[config.mk]
export PLATFORM = sky130hd
export DESIGN_NAME = i2c_bus_arbiter
export DESIGN_NICKNAME = d
export VERILOG_FILES = /design/src/rtl/i2c_arb_pkg.sv /design/src/rtl/i2c_bus_arbiter_rr_pick.sv /design/src/rtl/i2c_bus_arbiter.sv
export SDC_FILE = /design/constraint.sdc
export NUM_CORES = 1
export LEC_CHECK = 0
export ABC_CLOCK_PERIOD_IN_PS = 1400
export CORE_ASPECT_RATIO = 1.4
export CORE_UTILIZATION = 33
export DETAILED_ROUTE_END_ITERATION = 10
export GPL_ROUTABILITY_DRIVEN = 0
export GPL_TIMING_DRIVEN = 0
export PLACE_DENSITY_LB_ADDON = 0.08
export SYNTH_ARGS = -nofsm -noshare
export SYNTH_HDL_FRONTEND = slang
export SYNTH_HIERARCHICAL = 1
export SYNTH_SLANG_ARGS = --single-unit
[constraint.sdc]
create_clock -name clk_in -period 1.4 [get_ports clk_in]
set_input_delay 0.28 -clock clk_in [delete_from_list [all_inputs] [get_ports clk_in]]
set_output_delay 0.28 -clock clk_in [all_outputs]
set_load 0.02 [all_outputs]
[src/rtl/i2c_arb_pkg.sv]
// Shared types and widths for the I2C bus arbiter: FSM state encoding,
// I2C field widths and the round-robin pointer helper.
package i2c_arb_pkg;

   localparam int DATA_W = 32;
   localparam int NM_W   = 5;
   localparam int IDX_W  = 2;   // enough for up to 4 requesters

   typedef enum logic [1:0] {
      ST_IDLE    = 2'd0,
      ST_ARB     = 2'd1,
      ST_ACTIVE  = 2'd2,
      ST_RELEASE = 2'd3
   } state_t;

   function automatic logic [IDX_W-1:0] next_idx(input logic [IDX_W-1:0] idx, input int n);
      return (int'(idx) == n - 1) ? '0 : idx + 1'b1;
   endfunction

endpackage

[src/rtl/i2c_bus_arbiter_rr_pick.sv]
// Round-robin winner select: first active request at or above i_ptr,
// wrapping modulo NUM_REQ.
module rr_pick
   import i2c_arb_pkg::*;
#(
   parameter int NUM_REQ = 2
) (
   input  logic [NUM_REQ-1:0] i_req,
   input  logic [IDX_W-1:0]   i_ptr,
   output logic [NUM_REQ-1:0] o_onehot,
   output logic [IDX_W-1:0]   o_idx,
   output logic               o_valid
);

   always_comb begin
      // NOTE: every output gets a default first, so no path through the loops leaves a latch.
      o_onehot = '0;
      o_idx    = '0;
      o_valid  = 1'b0;
      for (int k = 0; k < NUM_REQ; k++) begin
         for (int j = 0; j < NUM_REQ; j++) begin
            if (!o_valid && i_req[j] && (j == (int'(i_ptr) + k) % NUM_REQ)) begin
               o_valid     = 1'b1;
               o_onehot[j] = 1'b1;
               o_idx       = j[IDX_W-1:0];
            end
         end
      end
   end

endmodule

[src/rtl/i2c_bus_arbiter.sv]
// Round-robin arbiter sharing one I2C bus engine among NUM_REQ requesters.
// Optional transfer watchdog enabled by defining I2C_ARB_TIMEOUT_EN.
module i2c_bus_arbiter
   import i2c_arb_pkg::*;
#(
   parameter int          NUM_REQ     = 2,
   parameter logic [15:0] TIMEOUT_CYC = 16'd50000
) (
   input  logic                      clk_in,
   input  logic                      reset_n,
   input  logic [NUM_REQ-1:0]        req_en,
   input  logic [NUM_REQ-1:0]        req_wr,
   input  logic [NUM_REQ*DATA_W-1:0] req_wdata,
   input  logic [NUM_REQ*DATA_W-1:0] req_rdata,
   input  logic [NUM_REQ*NM_W-1:0]   req_nm,
   output logic [NUM_REQ-1:0]        req_grant,
   output logic [NUM_REQ-1:0]        req_done,
   output logic [NUM_REQ-1:0]        req_error,
   output logic                      I2C_en,
   output logic                      I2C_wr,
   output logic [DATA_W-1:0]         I2C_wdata,
   output logic [DATA_W-1:0]         I2C_rdata,
   output logic [NM_W-1:0]           I2C_NM,
   input  logic                      I2C_done,
   input  logic                      I2C_error,
   output logic                      busy,
   output logic                      timeout_flag
);

   if (NUM_REQ < 2 || NUM_REQ > 4) begin : g_bad_num_req
      $error("i2c_bus_arbiter: NUM_REQ must be 2..4");
   end
   if (TIMEOUT_CYC == 16'd0) begin : g_bad_timeout
      $error("i2c_bus_arbiter: TIMEOUT_CYC must be non-zero");
   end

   state_t               r_state, w_state_nxt;
   logic [NUM_REQ-1:0]   r_grant, w_grant_nxt;
   logic [IDX_W-1:0]     r_owner, w_owner_nxt;
   logic [IDX_W-1:0]     r_ptr, w_ptr_nxt;
   logic                 r_en, w_en_nxt;
   logic                 r_wr, w_wr_nxt;
   logic [DATA_W-1:0]    r_wdata, w_wdata_nxt;
   logic [DATA_W-1:0]    r_rdata, w_rdata_nxt;
   logic [NM_W-1:0]      r_nm, w_nm_nxt;
   logic [NUM_REQ-1:0]   r_done, w_done_nxt;
   logic [NUM_REQ-1:0]   r_error, w_error_nxt;

   logic [NUM_REQ-1:0]   w_win_onehot;
   logic [IDX_W-1:0]     w_win_idx;
   logic                 w_win_valid;
   logic                 w_sel_wr;
   logic [DATA_W-1:0]    w_sel_wdata, w_sel_rdata;
   logic [NM_W-1:0]      w_sel_nm;
   logic                 w_owner_req;
   logic                 w_tmo_hit;

   rr_pick #(.NUM_REQ(NUM_REQ)) u_rr_pick (
      .i_req    (req_en),
      .i_ptr    (r_ptr),
      .o_onehot (w_win_onehot),
      .o_idx    (w_win_idx),
      .o_valid  (w_win_valid)
   );

   always_comb begin
      w_sel_wr    = 1'b0;
      w_sel_wdata = '0;
      w_sel_rdata = '0;
      w_sel_nm    = '0;
      for (int i = 0; i < NUM_REQ; i++) begin
         if (w_win_onehot[i]) begin
            w_sel_wr    = req_wr[i];
            w_sel_wdata = req_wdata[i*DATA_W +: DATA_W];
            w_sel_rdata = req_rdata[i*DATA_W +: DATA_W];
            w_sel_nm    = req_nm[i*NM_W +: NM_W];
         end
      end
   end

   assign w_owner_req = |(req_en & r_grant);

   always_comb begin
      w_state_nxt = r_state;
      w_grant_nxt = r_grant;
      w_owner_nxt = r_owner;
      w_ptr_nxt   = r_ptr;
      w_en_nxt    = r_en;
      w_wr_nxt    = r_wr;
      w_wdata_nxt = r_wdata;
      w_rdata_nxt = r_rdata;
      w_nm_nxt    = r_nm;
      w_done_nxt  = '0;
      w_error_nxt = '0;
      unique case (r_state)
         ST_IDLE: begin
            if (|req_en) w_state_nxt = ST_ARB;
         end
         ST_ARB: begin
            if (w_win_valid) begin
               w_grant_nxt = w_win_onehot;
               w_owner_nxt = w_win_idx;
               w_wr_nxt    = w_sel_wr;
               w_wdata_nxt = w_sel_wdata;
               w_rdata_nxt = w_sel_rdata;
               w_nm_nxt    = w_sel_nm;
               w_en_nxt    = 1'b1;
               w_state_nxt = ST_ACTIVE;
            end else begin
               w_wr_nxt    = 1'b0;
               w_state_nxt = ST_IDLE;
            end
         end
         ST_ACTIVE: begin
            // Error (engine or watchdog) outranks done; an abort raises no pulse.
            if (I2C_error || w_tmo_hit) begin
               w_error_nxt = r_grant;
               w_en_nxt    = 1'b0;
               w_state_nxt = ST_RELEASE;
            end else if (I2C_done) begin
               w_done_nxt  = r_grant;
               w_en_nxt    = 1'b0;
               w_state_nxt = ST_RELEASE;
            end else if (!w_owner_req) begin
               w_en_nxt    = 1'b0;
               w_state_nxt = ST_RELEASE;
            end
         end
         ST_RELEASE: begin
            if (!w_owner_req) begin
               w_grant_nxt = '0;
               w_ptr_nxt   = next_idx(r_owner, NUM_REQ);
               w_wr_nxt    = 1'b0;
               w_state_nxt = ST_IDLE;
            end
         end
         default: w_state_nxt = ST_IDLE;
      endcase
   end

   always_ff @(posedge clk_in) begin
      // NOTE: sequential state uses non-blocking assignments so every register samples pre-edge values.
      if (!reset_n) begin
         r_state <= ST_IDLE;
         r_grant <= '0;
         r_owner <= '0;
         r_ptr   <= '0;
         r_en    <= 1'b0;
         r_wr    <= 1'b0;
         r_wdata <= '0;
         r_rdata <= '0;
         r_nm    <= '0;
         r_done  <= '0;
         r_error <= '0;
      end else begin
         r_state <= w_state_nxt;
         r_grant <= w_grant_nxt;
         r_owner <= w_owner_nxt;
         r_ptr   <= w_ptr_nxt;
         r_en    <= w_en_nxt;
         r_wr    <= w_wr_nxt;
         r_wdata <= w_wdata_nxt;
         r_rdata <= w_rdata_nxt;
         r_nm    <= w_nm_nxt;
         r_done  <= w_done_nxt;
         r_error <= w_error_nxt;
      end
   end

`ifdef I2C_ARB_TIMEOUT_EN
   logic [15:0] r_tmo_cnt;
   logic        r_tmo_flag;

   always_ff @(posedge clk_in) begin
      if (!reset_n) begin
         r_tmo_cnt  <= '0;
         r_tmo_flag <= 1'b0;
      end else begin
         if (r_state == ST_ARB)         r_tmo_cnt <= '0;
         else if (r_state == ST_ACTIVE) r_tmo_cnt <= r_tmo_cnt + 16'd1;
         if (w_tmo_hit)                 r_tmo_flag <= 1'b1;
      end
   end

   // Fires on the TIMEOUT_CYC-th ACTIVE cycle.
   assign w_tmo_hit    = (r_state == ST_ACTIVE) && (r_tmo_cnt == TIMEOUT_CYC - 16'd1);
   assign timeout_flag = r_tmo_flag;
`else
   assign w_tmo_hit    = 1'b0;
   assign timeout_flag = 1'b0;
`endif

   assign req_grant = r_grant;
   assign req_done  = r_done;
   assign req_error = r_error;
   assign I2C_en    = r_en;
   assign I2C_wr    = r_wr;
   assign I2C_wdata = r_wdata;
   assign I2C_rdata = r_rdata;
   assign I2C_NM    = r_nm;
   assign busy      = (r_state != ST_IDLE);

endmodule
==> impl_metrics.py <==
metrics = {
    "setup_path": {
        "critical_path.startpoint": "r_ptr[0]$_SDFFE_PN0P_",
        "reg2reg_from": "r_ptr[0]$_SDFFE_PN0P_",
        "required_ns": 1.62,
        "r2r_end": "I2C_NM[2]$_SDFFE_PN0P_",
        "cpMaxStageDelayCell": "dfxtp_4",
        "cp_cell_sequence": "inv_4 -> a21boi_4 -> buf_6 -> clkbuf_16 -> buf_12 -> a221oi_4 -> nor3b_2",
        "r2r_cells": 7,
        "cp.arrival_ns": 1.66,
        "max_stage_delay_ns": 0.36,
        "cp_max_fo": 6,
        "critPathLaunchType": "flop",
        "rrSetupSlack_ns": -0.04,
        "crit_path_end_kind": "flop",
        "crit_type": "reg -> reg",
    },
    "sta": {
        "finalSetupViolCount": 5,
        "min_period_over_period_pct": 102.7,
        "fin_crit_ns": 1.438,
        "max_clock_freq_mhz": 695.6,
        "final_max_slew_viol_count": 0,
        "skew_ns": 0.006830,
        "hold_viol": 0,
        "finalSetupTns_ns": -0.09180,
        "rsz0062_at_grt": "yes",
        "fin_ws_ns": -0.03765,
    },
    "power_and_ir_drop": {
        "leakagePower_nw": 3.042,
        "powerDensity_nw_per_um2": 1036,
        "ir_drop_uv": 757.2,
    },
    "placement": {
        "place_ws_ns": -1.030,
        "hpwl_um": 9056,
        "port_buffers": 222,
    },
    "synthesis": {
        "synth_cells": 380,
        "yosysWarnings": 6,
        "syn_area_um2": 3515,
        "synth_nets": 526,
        "synth_area_per_cell_um2": 9.249,
    },
    "flow_run": {
        "cap_violations": 0,
    },
    "global_routing": {
        "grt_use_total_pct": 22.86,
        "grt_pass1_vias": 3931,
        "grt_overflow": 0,
        "antenna_found_initial": 0,
        "grt_max_degree": 13,
        "grt_pass1_wl_um": 18990,
    },
    "floorplanning": {
        "die_w_um": 89.22,
        "start_util_pct": 33.96,
        "die_area_um2": 11070,
        "rows": 44,
        "ios": 225,
        "die_h_um": 124.1,
        "core_um2": 10350,
    },
    "run_status": {
        "outcome": "finished, violations left",
        "violations": "negative setup slack",
    },
    "detailed_routing": {
        "wl_um": 13470,
        "via_count": 3957,
        "vias_per_cell": 5.139,
        "antenna_left": 0,
        "firstDrtPassIters": 4,
        "routedWlPerCell_um": 17.50,
        "drt_iter0_markers": 102,
        "drc": 0,
    },
    "min_path": {
        "hp-class": "in -> reg",
        "hold_end": "I2C_rdata[16]$_SDFFE_PN0P_",
        "hold_depth": 2,
        "hold_start": "reset_n",
    },
    "clock_tree": {
        "clk_path_buf_depth": 2,
        "path_clk_slew_ns": 0.06,
        "clk_latency_ns": 0.34,
        "htree_levels": 3,
        "cts_root_buf": "clkbuf_16",
        "cts_buffers": 9,
        "cts_tree": "done",
        "cts_sinks": 81,
    },
    "layout": {
        "final_common_cell": "clkdlybuf4s50_1",
        "fin_nets": 774,
        "antennaDiodeCount": 0,
        "final_cell_mix": "clkdlybuf4s50_1, dfxtp_1, dlygate4sd2_1, nor2_1, nor3b_1",
        "drive_above_1_share_pct": 26.27,
        "syn_to_final_growth_pct": 110.4,
    },
}
where the power goes:
group | internal (mW) | switching (mW) | leakage, nW
clock | 1.46 | 0.870 | 0.148
sequential | 2.56 | 0.129 | 0.665
combinational | 1.32 | 1.31 | 2.23
per-layer routing:
layer / track usage [%] / part of all wire [%] / vias up
met1: 24.41 / 37 / 1849
met3: 4.573 / 6.1 / 36
li1: - / - / 1926
met2: 41.27 / 53 / 146
met5: 0 / 0 / -
met4: 12.70 / 3.8 / 0
flip-flops by register name, summed over array words and instances, names as in the netlist, named ones only:
signal / flops
req_grant: 2
r_state: 1
I2C_wr: 1
r_owner: 1
req_error: 2
I2C_NM: 5
r_ptr: 1
I2C_wdata: 32
req_done: 2
I2C_en: 1
I2C_rdata: 32
area by class of cell:
class	count	area, µm²
flip-flops and latches	81	1628
plain buffers	41	479.2
well taps	138	172.7
clock inverters	3	40.04
fillers	820	2957
clock buffers	12	256.5
multi-input cells	256	2430
inverters	1	6.256
repair buffers	238	2381
per-stage QoR:
step	instance area, µm²	total power, mW	util, %	cells	hold slack (ns)
6_report	7393	7.656	71.43	770	0.4154
5_1_grt	7393	8.021	71.43	770	0.4501
4_1_cts	6979	7.487	67.43	764	0.4333
3_5_place_dp	5909	4.895	57.10	740	0.4583
3_3_place_gp	5909	4.865	57.10	740	0.4517
2_1_floorplan	3515	3.773	-	380	0.4175
timing repair:
action,CTS,global route
endpoints found under the setup margin,153,77
hold endpoints to repair,0,0
gates resized for setup,237,71
hold buffers,0,0
gates cloned,3,4
buffers inserted,6,3
pin swaps,18,21
worst max path at each step:
stage | to | slack [ns] | cells past startpoint
after detailed placement | I2C_NM[2]$_SDFFE_PN0P_ | -1.03 | 8
final | I2C_NM[2]$_SDFFE_PN0P_ | -0.04 | 7
after floorplan | I2C_NM[0]$_SDFFE_PN0P_ | -0.002 | 8
after global routing | I2C_NM[2]$_SDFFE_PN0P_ | -0.08 | 7
after CTS | I2C_rdata[4]$_SDFFE_PN0P_ | -0.12 | 8
after global placement | I2C_rdata[4]$_SDFFE_PN0P_ | -1.0 | 8
worst max-delay path: cells and delay by family, from the launching register on:
family                 cells  cell delay [ns]
and+or+nand+nor            1             0.09
DFF                        1             0.36
buffers and inverters      4             0.49
AOI/OAI and AO/OA          2             0.38
Power figures use the tool's default switching activity.
